==> src/rtl/pll_reset_sequencer_if.sv <==
// pll_reset_sequencer_if: PLL lock/reset-request inputs and core reset/status outputs of the sequencer
interface pll_reset_sequencer_if #(
   parameter int CNT_WIDTH = 8
);
   logic pllLocked;
   logic extReset;
   logic coreReset;
   logic ready;
   logic tick;
   logic lockLost;
   logic [CNT_WIDTH-1:0] lossCount;
   modport master (output pllLocked, extReset, input coreReset, ready, tick, lockLost, lossCount);
   modport slave (input pllLocked, extReset, output coreReset, ready, tick, lockLost, lossCount);
endinterface

==> src/rtl/pll_reset_sequencer.sv <==
// pll_reset_sequencer: qualifies PLL lock, holds then releases core reset, supervises lock and ticks.
// Define PLL_RESET_LOSS_COUNT_EN to implement the saturating lossCount counter (tied to 0 otherwise).
module pll_reset_sequencer #(
   parameter int SYNC_STAGES = 2,
   parameter int LOCK_WAIT = 1024,
   parameter int RESET_HOLD = 16,
   parameter int TICK_DIV = 42,
   parameter int CNT_WIDTH = 8
) (
   input logic clk,
   input logic resetN,
   pll_reset_sequencer_if.slave bus
);
   localparam int LW = LOCK_WAIT > 1 ? $clog2(LOCK_WAIT) : 1;
   localparam int HW = RESET_HOLD > 1 ? $clog2(RESET_HOLD) : 1;
   localparam int PW = LW > HW ? LW : HW;
   localparam int TW = $clog2(TICK_DIV);
   localparam logic [PW-1:0] LOCK_LAST = PW'(LOCK_WAIT - 1);
   localparam logic [PW-1:0] HOLD_LAST = PW'(RESET_HOLD - 1);
   localparam logic [TW-1:0] TICK_LAST = TW'(TICK_DIV - 1);
   typedef enum logic [1:0] {WAIT_LOCK, STABLE, HOLD, RUN} state_t;
   state_t state;
   logic [SYNC_STAGES-1:0] lockPipe;
   logic [SYNC_STAGES-1:0] extPipe;
   logic lockSync;
   logic extSync;
   logic [PW-1:0] phaseCnt;
   logic [TW-1:0] tickCnt;
   logic [TW-1:0] tickNext;
   logic coreReset;
   logic ready;
   logic tick;
   logic lockLost;
   assign lockSync = lockPipe[SYNC_STAGES-1];
   assign extSync = extPipe[SYNC_STAGES-1];
   assign tickNext = tickCnt == TICK_LAST ? '0 : tickCnt + 1'b1;
   always_ff @(posedge clk or negedge resetN)
      if (!resetN) begin
         lockPipe <= '0;
         extPipe <= '0;
      end else begin
         lockPipe <= {lockPipe[SYNC_STAGES-2:0], bus.pllLocked};
         extPipe <= {extPipe[SYNC_STAGES-2:0], bus.extReset};
      end
   // Lock loss outranks every other condition, so it is decided before the per-state logic.
   always_ff @(posedge clk or negedge resetN)
      if (!resetN) begin
         state <= WAIT_LOCK;
         phaseCnt <= '0;
         tickCnt <= '0;
         coreReset <= 1'b1;
         ready <= 1'b0;
         tick <= 1'b0;
         lockLost <= 1'b0;
      end else begin
         lockLost <= 1'b0;
         tick <= 1'b0;
         tickCnt <= '0;
         if (!lockSync) begin
            state <= WAIT_LOCK;
            phaseCnt <= '0;
            coreReset <= 1'b1;
            ready <= 1'b0;
            lockLost <= state == RUN;
         end else
            case (state)
               WAIT_LOCK: begin
                  state <= STABLE;
                  phaseCnt <= '0;
               end
               STABLE:
                  if (extSync) phaseCnt <= '0;
                  else if (phaseCnt == LOCK_LAST) begin
                     state <= HOLD;
                     phaseCnt <= '0;
                  end else phaseCnt <= phaseCnt + 1'b1;
               HOLD:
                  if (extSync) phaseCnt <= '0;
                  else if (phaseCnt == HOLD_LAST) begin
                     state <= RUN;
                     phaseCnt <= '0;
                     coreReset <= 1'b0;
                     ready <= 1'b1;
                  end else phaseCnt <= phaseCnt + 1'b1;
               RUN:
                  if (extSync) begin
                     state <= HOLD;
                     phaseCnt <= '0;
                     coreReset <= 1'b1;
                     ready <= 1'b0;
                  end else begin
                     tickCnt <= tickNext;
                     tick <= tickNext == TICK_LAST;
                  end
            endcase
      end
`ifdef PLL_RESET_LOSS_COUNT_EN
   logic [CNT_WIDTH-1:0] lossCount;
   always_ff @(posedge clk or negedge resetN)
      if (!resetN) lossCount <= '0;
      else if (state == RUN && !lockSync && lossCount != '1) lossCount <= lossCount + 1'b1;
   assign bus.lossCount = lossCount;
`else
   assign bus.lossCount = {CNT_WIDTH{1'b0}};
`endif
   assign bus.coreReset = coreReset;
   assign bus.ready = ready;
   assign bus.tick = tick;
   assign bus.lockLost = lockLost;
endmodule

==> src/flat_wrapper.sv <==
// flat-port wrapper written by rule: the top's interface ports become plain ports
module pll_reset_sequencer_flat 
#(
   parameter int SYNC_STAGES = 2,
   parameter int LOCK_WAIT = 1024,
   parameter int RESET_HOLD = 16,
   parameter int TICK_DIV = 42,
   parameter int CNT_WIDTH = 8
)
  (clk, resetN, bus_pllLocked, bus_extReset, bus_coreReset, bus_ready, bus_tick, bus_lockLost, bus_lossCount);
  pll_reset_sequencer_if #(.CNT_WIDTH(CNT_WIDTH)) bus_i ();
  input logic clk;
  input logic resetN;
  input wire logic [$bits(bus_i.pllLocked)-1:0] bus_pllLocked;
  input wire logic [$bits(bus_i.extReset)-1:0] bus_extReset;
  output wire logic [$bits(bus_i.coreReset)-1:0] bus_coreReset;
  output wire logic [$bits(bus_i.ready)-1:0] bus_ready;
  output wire logic [$bits(bus_i.tick)-1:0] bus_tick;
  output wire logic [$bits(bus_i.lockLost)-1:0] bus_lockLost;
  output wire logic [$bits(bus_i.lossCount)-1:0] bus_lossCount;
  assign bus_i.pllLocked = bus_pllLocked;
  assign bus_i.extReset = bus_extReset;
  assign bus_coreReset = bus_i.coreReset;
  assign bus_ready = bus_i.ready;
  assign bus_tick = bus_i.tick;
  assign bus_lockLost = bus_i.lockLost;
  assign bus_lossCount = bus_i.lossCount;
  pll_reset_sequencer #(.SYNC_STAGES(SYNC_STAGES), .LOCK_WAIT(LOCK_WAIT), .RESET_HOLD(RESET_HOLD), .TICK_DIV(TICK_DIV), .CNT_WIDTH(CNT_WIDTH)) u_core (.clk(clk), .resetN(resetN), .bus(bus_i));
endmodule
==> config.mk <==
export PLATFORM = sky130hd
export DESIGN_NAME = pll_reset_sequencer_flat
export DESIGN_NICKNAME = d
export VERILOG_FILES = /design/src/rtl/pll_reset_sequencer_if.sv /design/src/rtl/pll_reset_sequencer.sv /design/src/flat_wrapper.sv
export SDC_FILE = /design/constraint.sdc
export NUM_CORES = 1
export LEC_CHECK = 0
export CORE_MARGIN = 3
export CORE_UTILIZATION = 40
export DETAILED_ROUTE_END_ITERATION = 8
export PLACE_DENSITY = 0.65
export SLEW_MARGIN = 20
export SYNTH_ARGS = -nofsm -noshare
export SYNTH_HDL_FRONTEND = slang
export SYNTH_SLANG_ARGS = --single-unit
==> constraint.sdc <==
create_clock -name clk -period 2.8 [get_ports clk]
set_input_delay 0.42 -clock clk [delete_from_list [all_inputs] [get_ports clk]]
set_output_delay 0.42 -clock clk [all_outputs]
set_load 0.1 [all_outputs]
==> results.yml, run 1 <==
routing:
  wl_met2_um: 1560
  drc: 0
  wl_um: 3050
  via_count: 1191
  highest-signal-layer: "met4"
  ant_nets: 0
  viasPerCell: 5.57
  wl_met1_um: 1310
  drtIter0Drc: 101
  dr.pass1.iters: 4
  avgRoutedWirePerCell_um: 14.3
  dr_wl_met3_um: 155
logic_synthesis:
  synth.area.top_cells: "dfrtp_1 39%, ha_1 5.5%, o211ai_1 4.7%"
  ys_top_cells_by_count: "25 x dfrtp_1, 12 x inv_1, 11 x nand2_1"
  seq_area_frac_synth_pct: 41.2
  synth.most_common_cell: "dfrtp_1"
  synth_top_area_cell: "dfrtp_1"
  yosysWarningCount: 0
  netlist.area_leader.share_pct: 39.5
  synth_seq_cells: 26
  syn_area_sq_um: 1580
  synthArstFlopShare_pct: 100
  ys.flop_type: "dfrtp_1"
  synth_edf_count: 0
  synth_area_per_cell_sq_um: 9.66
  netlist_instances: 164
  ys_types: 45
clock_network:
  clk-insertion-delay-late_ns: 0.28
  clockRootBuffer: "clkbuf_8"
  numCtsBuffers: 3
  cts.sinks: 26
  clock_path_buffers: 2
  htreeDepth: 1
  clkTransAtPathRegs_ns: 0.10
  hold_buffers: 0
  cts_tree: "yes"
  post_cts_buffers: 0
  cts_resized: 0
cells_and_area:
  finalInstanceArea_sq_um: 1670
  fin_nets: 178
  insertedDiodeCount: 0
  drive_gt1_share_pct: 12.7
  areaGrowthSynthToFinish_pct: 5.37
job:
  drv_cap: 0
global_routing:
  grt_pass1_vias: 1136
  overflow: 0
  track_usage_pct: 14.9
  grt_pass1_wl_um: 5240
  antenna_found_initial: 0
  grt_max_degree: 27
worst_setup_path:
  cp-end-kind: "register"
  critPathKind: "register to register"
  critical_path_peak_fanout: 15
  slowest_stage: "o41a_1"
  worstPathCellList: "ha_1 > nand3_1 > o41a_1 > nor3_2 > mux2i_1"
  cp.required_ns: 3.00
  crit_arrival_ns: 2.30
  cp-start-kind: "register"
  cpPeakStageDelay_ns: 0.63
die:
  core.rowCount: 22
  floorplan.initialDensity_pct: 42.3
  die_w_um: 68.9
  ios: 16
  die_h_um: 68.9
  core_sq_um: 3740
  die_area_sq_um: 4750
timing:
  finalSetupTns_ns: 0
  period_share_pct: 75.1
  fmax_mhz: 475
  max_slew.worst_pin.slew_ns: 0.756
  finalHoldViolations: 0
  setup_viol: 0
  maxSlewViolCount: 0
  skew_ns: 0.0142
  rsz0062_at_grt: "false"
  final.min_clock_period_ns: 2.10
  slew_headroom_pct: 49.5
power_and_ir_drop:
  power_density_nw_per_um2: 569
  ir_drop_v: 0.000279
  p_leak_nw: 0.701
hold_path:
  hp-class: "register to register"
placement:
  routabilityCongestion: 0.859
  post_dp_cell_area_sq_um: 1600
  port_buffers: 7
  hpwl_um: 2200
run_status:
  status: "completed"
==> per-layer routing <==
layer / global-route usage (%) / vias up
met2: 25.2 / 30
met4: 3.41 / 0
met5: 0 / -
met3: 4.21 / 5
met1: 18.8 / 573
li1: - / 583
==> layout by cell type (no fill, tap or decap), drive strengths merged, types with 7 or more instances in the layout <==
cell type | netlist | layout
a21oi | 8 | 8
nand2 | 11 | 11
o211ai | 10 | 10
inv | 12 | 12
dfrtp | 25 | 25
nor2 | 10 | 10
nand3 | 7 | 7
o21ai | 7 | 7
conb | 1 | 8
o2111ai | 7 | 7
ha | 7 | 7
==> layout make-up <==
| cell class | instances | area, sq um |
|---|---|---|
| fillers | 374 | 2070 |
| multi-input cells | 116 | 773 |
| flip-flops and latches | 26 | 652 |
| repair buffers | 8 | 67.6 |
| well taps | 48 | 60.1 |
| inverters | 12 | 45.0 |
| clock buffers | 3 | 41.3 |
| clock inverters | 1 | 30.0 |
==> power breakdown <==
group	switching, mW	leakage (nW)	internal, mW	total, mW
clock	0.121	0.0357	0.191	0.312
sequential	0.0176	0.349	0.392	0.409
combinational	0.170	0.317	0.0579	0.228
total	0.309	0.701	0.641	0.950
==> flip-flops by register name, summed over array words and instances (netlist names), 2 cells and up <==
register / cells
u_core.extPipe: 2
u_core.tickCnt: 6
u_core.state: 2
u_core.lockPipe: 2
u_core.phaseCnt: 10
==> worst max-delay path: cells and delay by family (launching register included) <==
family	cells	cell delay, ns
adders and majority gates	1	0.23
and+or+nand+nor	2	0.48
DFF	1	0.41
muxes	1	0.26
AOI/OAI and AO/OA	1	0.63
==> through the flow <==
stage	setup WS [ns]	hold WS [ns]	power, mW	cells	util [%]
2_1_floorplan	1.07	0.124	0.630	171	-
3_3_place_gp	0.863	0.338	0.635	210	42.7
3_5_place_dp	0.712	0.342	0.645	210	42.7
4_1_cts	0.696	0.363	0.959	214	44.6
5_1_grt	0.549	0.368	1.00	214	44.6
6_report	0.696	0.358	0.950	214	44.6
==> path summary, 6_finish.rpt <==
kind	start	to	slack [ns]	depth (start not counted)
max	u_core.phaseCnt[0]$_DFFE_PN0P_	u_core.state[0]$_DFFE_PN0P_	0.70	5
min	u_core.lockPipe[0]$_DFF_PN0_	u_core.lockPipe[1]$_DFF_PN0_	0.36	0
max reg2reg	u_core.phaseCnt[0]$_DFFE_PN0P_	u_core.state[0]$_DFFE_PN0P_	0.70	5
min reg2reg	u_core.lockPipe[0]$_DFF_PN0_	u_core.lockPipe[1]$_DFF_PN0_	0.36	0
max in group asynchronous	resetN	u_core.bus.coreReset$_DFFE_PN1P_	1.98	2
min in group asynchronous	resetN	u_core.phaseCnt[9]$_DFFE_PN0P_	0.50	2
==> kinds of logic (layout without fill, tap and decap cells) <==
kind of cell    Yosys count  in the layout  synth area share [%]
fa+ha+maj                 7              7                  5.53
mux                       2              2                  1.26
compound gates           41             41                  18.5
buf+inv                  29             24                  11.7
xor+xnor                  3              3                  1.66
flops                    26             26                  41.2
simple gates             55             55                  20.0
other cells               1              8                 0.237
No activity file was read; power rests on OpenSTA's default activity.
==> inputs of run 2 (changes only) <==
- PLACE_DENSITY: 0.65 -> 0.68
- clock period: 2.8 -> 1.8 ns (I/O delays scaled with it)
==> run 2 against run 1 <==
Wire length grew 18%. Combinational power grew 110%. Clock skew shrank 0.0063 ns. Setup slack lost 0.70 ns. Die area is the same. Register-to-register slack lost 0.70 ns. Cell area grew 13%. Utilization grew 5.8 points. Non-clock buffer count grew 17. Critical endpoint is now u_core.phaseCnt[2]$_DFFE_PN0P_.
==> results.yml, run 2 (synthesis results as in run 1) <==
global_routing:
  grt_max_degree: 27
  grt_pass1_wl_um: 5780
  antenna_found_initial: 0
  track_usage_pct: 16.2
  grt_pass1_vias: 1300
  overflow: 0
placement:
  placed_cells: 224
  routabilityCongestion: 0.873
  port_buffers: 7
  hpwl_um: 2530
job:
  drv_cap: 0
clock_network:
  cts.sinks: 26
  cts_tree: "yes"
  htreeDepth: 1
  clkTransAtPathRegs_ns: 0.10
  numCtsBuffers: 3
  clk-insertion-delay-late_ns: 0.28
  clockRootBuffer: "clkbuf_8"
  clock_path_buffers: 2
  hold_buffers: 0
cells_and_area:
  areaGrowthSynthToFinish_pct: 19.2
  final_cells: 231
  fill_cells: 360
  fin_nets: 195
  fin_util_pct: 50.4
  drive_gt1_share_pct: 25.1
  regArea_sq_um: 653
  final_common_cell: "dfrtp_1"
  final_cell_mix: "24 x dfrtp_1, 18 x buf_4, 12 x inv_1"
  multi_input_area_sq_um: 840
  largest-register: "u_core.phaseCnt"
  top_regs: "u_core.phaseCnt x10, u_core.tickCnt x6"
  largest_register_ffs: 10
  insertedDiodeCount: 0
die:
  die_area_sq_um: 4750
  core.rowCount: 22
  core_sq_um: 3740
  floorplan.initialDensity_pct: 42.3
  ios: 16
  die_h_um: 68.9
  die_w_um: 68.9
worst_setup_path:
  cp.required_ns: 1.96
  cpPeakStageDelay_ns: 0.54
  slowest_stage: "o41a_1"
  cp-start-kind: "register"
  critical_path_peak_fanout: 8
  critPathTopFamily: "compound AO/OA/AOI/OAI gates"
  crit_arrival_ns: 1.96
  cp.buffers_inverters: 1
  cp-end-kind: "register"
  critPathKind: "register to register"
  worstPathCellList: "ha_2 > nand3_2 > o41a_1 > buf_6 > o2111ai_1 > o211ai_1"
routing:
  drc: 0
  avgRoutedWirePerCell_um: 15.6
  via_count: 1313
  dr.pass1.iters: 4
  ant_nets: 0
  wl_um: 3600
  viasPerCell: 5.68
  drtIter0Drc: 68
timing:
  skew_ns: 0.00787
  setup_viol: 0
  period_share_pct: 99.9
  fmax_mhz: 556
  maxSlewViolCount: 0
  holdWs_ns: 0.353
  rsz0062_at_grt: "true"
  finalHoldViolations: 0
  final.min_clock_period_ns: 1.80
run_status:
  status: "completed"
power_and_ir_drop:
  pwr-share-clk_pct: 30.6
  ir_drop_v: 0.000423
  power_density_nw_per_um2: 859
  seqPwrFrac_pct: 39.3
  p_int_mw: 1.07
  combinationalPowerShare_pct: 30.0
  p_leak_nw: 0.799
  swShare_pct: 33.9
  switching_power_uw: 549
hold_path:
  hp-class: "primary input to async pin"
-- run 2: power groups by stage --
| stage | combinational, mW | clock (mW) | sequential, mW |
|---|---|---|---|
| 2_1_floorplan | 0.324 | 0 | 0.656 |
| 3_3_place_gp | 0.388 | 0 | 0.644 |
| 3_5_place_dp | 0.404 | 0 | 0.649 |
| 4_1_cts | 0.405 | 0.502 | 0.637 |
| 5_1_grt | 0.525 | 0.524 | 0.643 |
| 6_report | 0.488 | 0.497 | 0.638 |
-- run 2: layout make-up --
class,instances,share of cell area (%)
Multi-Input combinational cell,116,44.5
Sequential cell,26,34.6
Timing Repair Buffer,25,11.6
Tap cell,48,3.18
Inverter,12,2.39
Clock buffer,3,2.19
Clock inverter,1,1.59
-- run 2: per-stage QoR --
stage	TNS (ns)	worst slack, ns	power, mW	instance area [sq um]
global route	-0.401	-0.0780	1.69	1890
detailed placement	-0.182	-0.0426	1.05	1720
finish	0	0.000905	1.62	1890
CTS	0	0.0255	1.54	1790
global placement	0	0.0454	1.03	1720
floorplan	0	0.0652	0.980	1610
-- run 2: path summary, 6_finish.rpt --
check                                               start  depth (start not counted)                               end  slack [ns]
min in group clk              u_core.extPipe[0]$_DFF_PN0_                          0       u_core.extPipe[1]$_DFF_PN0_        0.36
setup / recovery           u_core.phaseCnt[0]$_DFFE_PN0P_                          6    u_core.phaseCnt[2]$_DFFE_PN0P_      0.0009
setup reg to reg           u_core.phaseCnt[0]$_DFFE_PN0P_                          6    u_core.phaseCnt[2]$_DFFE_PN0P_      0.0009
hold reg to reg               u_core.extPipe[0]$_DFF_PN0_                          0       u_core.extPipe[1]$_DFF_PN0_        0.36
hold / removal                                     resetN                          2    u_core.phaseCnt[8]$_DFFE_PN0P_        0.35
max in group asynchronous                          resetN                          2  u_core.bus.coreReset$_DFFE_PN1P_        1.14
-- run 2: timing repair --
action                                 CTS  global route
pin swaps                                1            14
buffers inserted                         0             2
resized for setup                        0            18
setup endpoints to repair                8            10
endpoints found under the hold margin    0             0
cloned                                   0             1
-- run 2: per-layer routing --
metal / vias to the layer above / share of wire [%] / GRT usage, %
li1: 609 / - / -
met1: 654 / 41 / 19.1
met2: 40 / 53 / 27.7
met3: 10 / 3.8 / 4.21
met4: 0 / 2.0 / 6.33
met5: - / 0 / 0
==> inputs of run 3 (changes only) <==
- GPL_TIMING_DRIVEN: default -> 0
==> run 3 against run 2 <==
The run now ends with hold timing, setup timing left. Register-to-register slack about the same. Utilization up 2.5 points. Critical path depth unchanged. Final cell count up 5.2%. Combinational power up 11%. Via count about the same. Largest power group unchanged. Clock-buffer cell count unchanged. Die area unchanged. Critical endpoint is now u_core.phaseCnt[3]$_DFFE_PN0P_. Sequential cell count unchanged. Sequential share of layout area down 1.6 points.
==> results.yml, run 3 (synthesis results as in run 1) <==
run_status:
  status: "finished, violations left"
  violations: "hold timing, setup timing"
worst_setup_path:
  cpPeakStageDelay_ns: 0.46
  crit_arrival_ns: 1.96
  critPathKind: "register to register"
  cp_common_cell: "o211ai_1"
  slowest_stage: "o41a_1"
  critical_path_peak_fanout: 6
  worstPathCellList: "ha_4 > nand3_2 > o41a_1 > buf_4 > o211ai_1 > o211ai_1"
  cp-end-kind: "register"
  cp-start-kind: "register"
  critPathTopFamily: "compound AO/OA/AOI/OAI gates"
  cp.buffers_inverters: 1
  cp.required_ns: 1.95
die:
  floorplan.initialDensity_pct: 42.3
  ios: 16
  core.rowCount: 22
  die_h_um: 68.9
  core_sq_um: 3740
  die_w_um: 68.9
  die_area_sq_um: 4750
power_and_ir_drop:
  ir_drop_v: 0.000398
  p_leak_nw: 0.866
  power_density_nw_per_um2: 837
  power_mw: 1.66
placement:
  place_ws_ns: -0.197
  routabilityCongestion: 0.825
  post_dp_cell_area_sq_um: 1740
  placed_cells: 226
  hpwl_um: 2370
  port_buffers: 7
clock_network:
  htreeDepth: 1
  cts.sinks: 26
  numCtsBuffers: 3
  clk-insertion-delay-late_ns: 0.28
  cts_tree: "yes"
  clockRootBuffer: "clkbuf_8"
  clock_path_buffers: 2
  clkTransAtPathRegs_ns: 0.09
cells_and_area:
  top_regs: "u_core.phaseCnt x10, u_core.tickCnt x6"
  final_common_cell: "dfrtp_1"
  largest-register: "u_core.phaseCnt"
  fin_nets: 207
  areaGrowthSynthToFinish_pct: 25.1
  drive_gt1_share_pct: 27.7
  finalInstanceArea_sq_um: 1980
  insertedDiodeCount: 0
  final_cell_mix: "24 x dfrtp_1, 22 x buf_4, 12 x inv_1"
  largest_register_ffs: 10
  final_cells: 243
timing:
  max_slew.worst_pin.slew_ns: 0.962
  fmax_mhz: 552
  finalHoldViolations: 25
  maxSlewViolCount: 0
  holdWs_ns: -0.0193
  final.min_clock_period_ns: 1.81
  period_share_pct: 101
  slew_headroom_pct: 36.1
  finalSetupTns_ns: -0.0128
  skew_ns: 0.00589
  finalWorstSetupSlack_ns: -0.0128
  rsz0062_at_grt: "true"
  setup_viol: 1
global_routing:
  grt_pass1_wl_um: 6070
  overflow: 0
  antenna_found_initial: 0
  grt_pass1_vias: 1374
  track_usage_pct: 17.1
  grt_max_degree: 27
routing:
  avgRoutedWirePerCell_um: 14.5
  viasPerCell: 5.41
  drc: 0
  dr.pass1.iters: 4
  via_count: 1314
  ant_nets: 0
  wl_um: 3520
  drtIter0Drc: 93
hold_path:
  hp-class: "primary input to async pin"
job:
  drv_cap: 0
==> run 3: power breakdown <==
group / switching, mW / internal, mW / total, mW
clock network: 0.192 / 0.298 / 0.489
registers: 0.0197 / 0.609 / 0.629
logic: 0.329 / 0.211 / 0.540
total: 0.540 / 1.12 / 1.66
==> run 3: timing repair <==
item                                    CTS  global route
buffers inserted                          4             9
pin swaps                                 1             0
endpoints found under the setup margin   15            11
cloned                                    0             1
hold endpoints to repair                  0             0
gates resized for setup                  11            10
hold buffers                              0             0
==> run 3: worst paths after layout <==
check	start	endpoint	slack (ns)	cells after the start
setup / recovery	u_core.phaseCnt[0]$_DFFE_PN0P_	u_core.phaseCnt[3]$_DFFE_PN0P_	-0.01	6
max in group asynchronous	resetN	u_core.phaseCnt[4]$_DFFE_PN0P_	1.41	1
min in group clk	u_core.extPipe[0]$_DFF_PN0_	u_core.extPipe[1]$_DFF_PN0_	0.35	0
setup reg to reg	u_core.phaseCnt[0]$_DFFE_PN0P_	u_core.phaseCnt[3]$_DFFE_PN0P_	-0.01	6
hold / removal	resetN	u_core.phaseCnt[8]$_DFFE_PN0P_	-0.02	1
hold reg to reg	u_core.extPipe[0]$_DFF_PN0_	u_core.extPipe[1]$_DFF_PN0_	0.35	0
==> run 3: stage by stage <==
step,utilization [%],hold slack [ns]
after floorplan,-,-0.0256
after global placement,46.5,0.334
after detailed placement,46.4,0.308
after CTS,49.5,0.00302
after global routing,52.9,0.0196
final,52.9,-0.0193
==> run 3: cell type report <==
type | instances | area, sq um
Tap cell | 48 | 60.1
Clock inverter | 1 | 30.0
Multi-Input combinational cell | 116 | 848
Buffer | 16 | 136
Sequential cell | 26 | 653
Inverter | 12 | 45.0
Timing Repair Buffer | 21 | 168
Clock buffer | 3 | 41.3
Fill cell | 341 | 1760
==> run 3: layer usage <==
metal,vias up,global-route usage (%),wire [um]
met5,-,0,0
met4,0,6.81,44
met3,6,4.05,167
met2,40,30.2,1820
met1,637,19.7,1490
li1,631,-,-
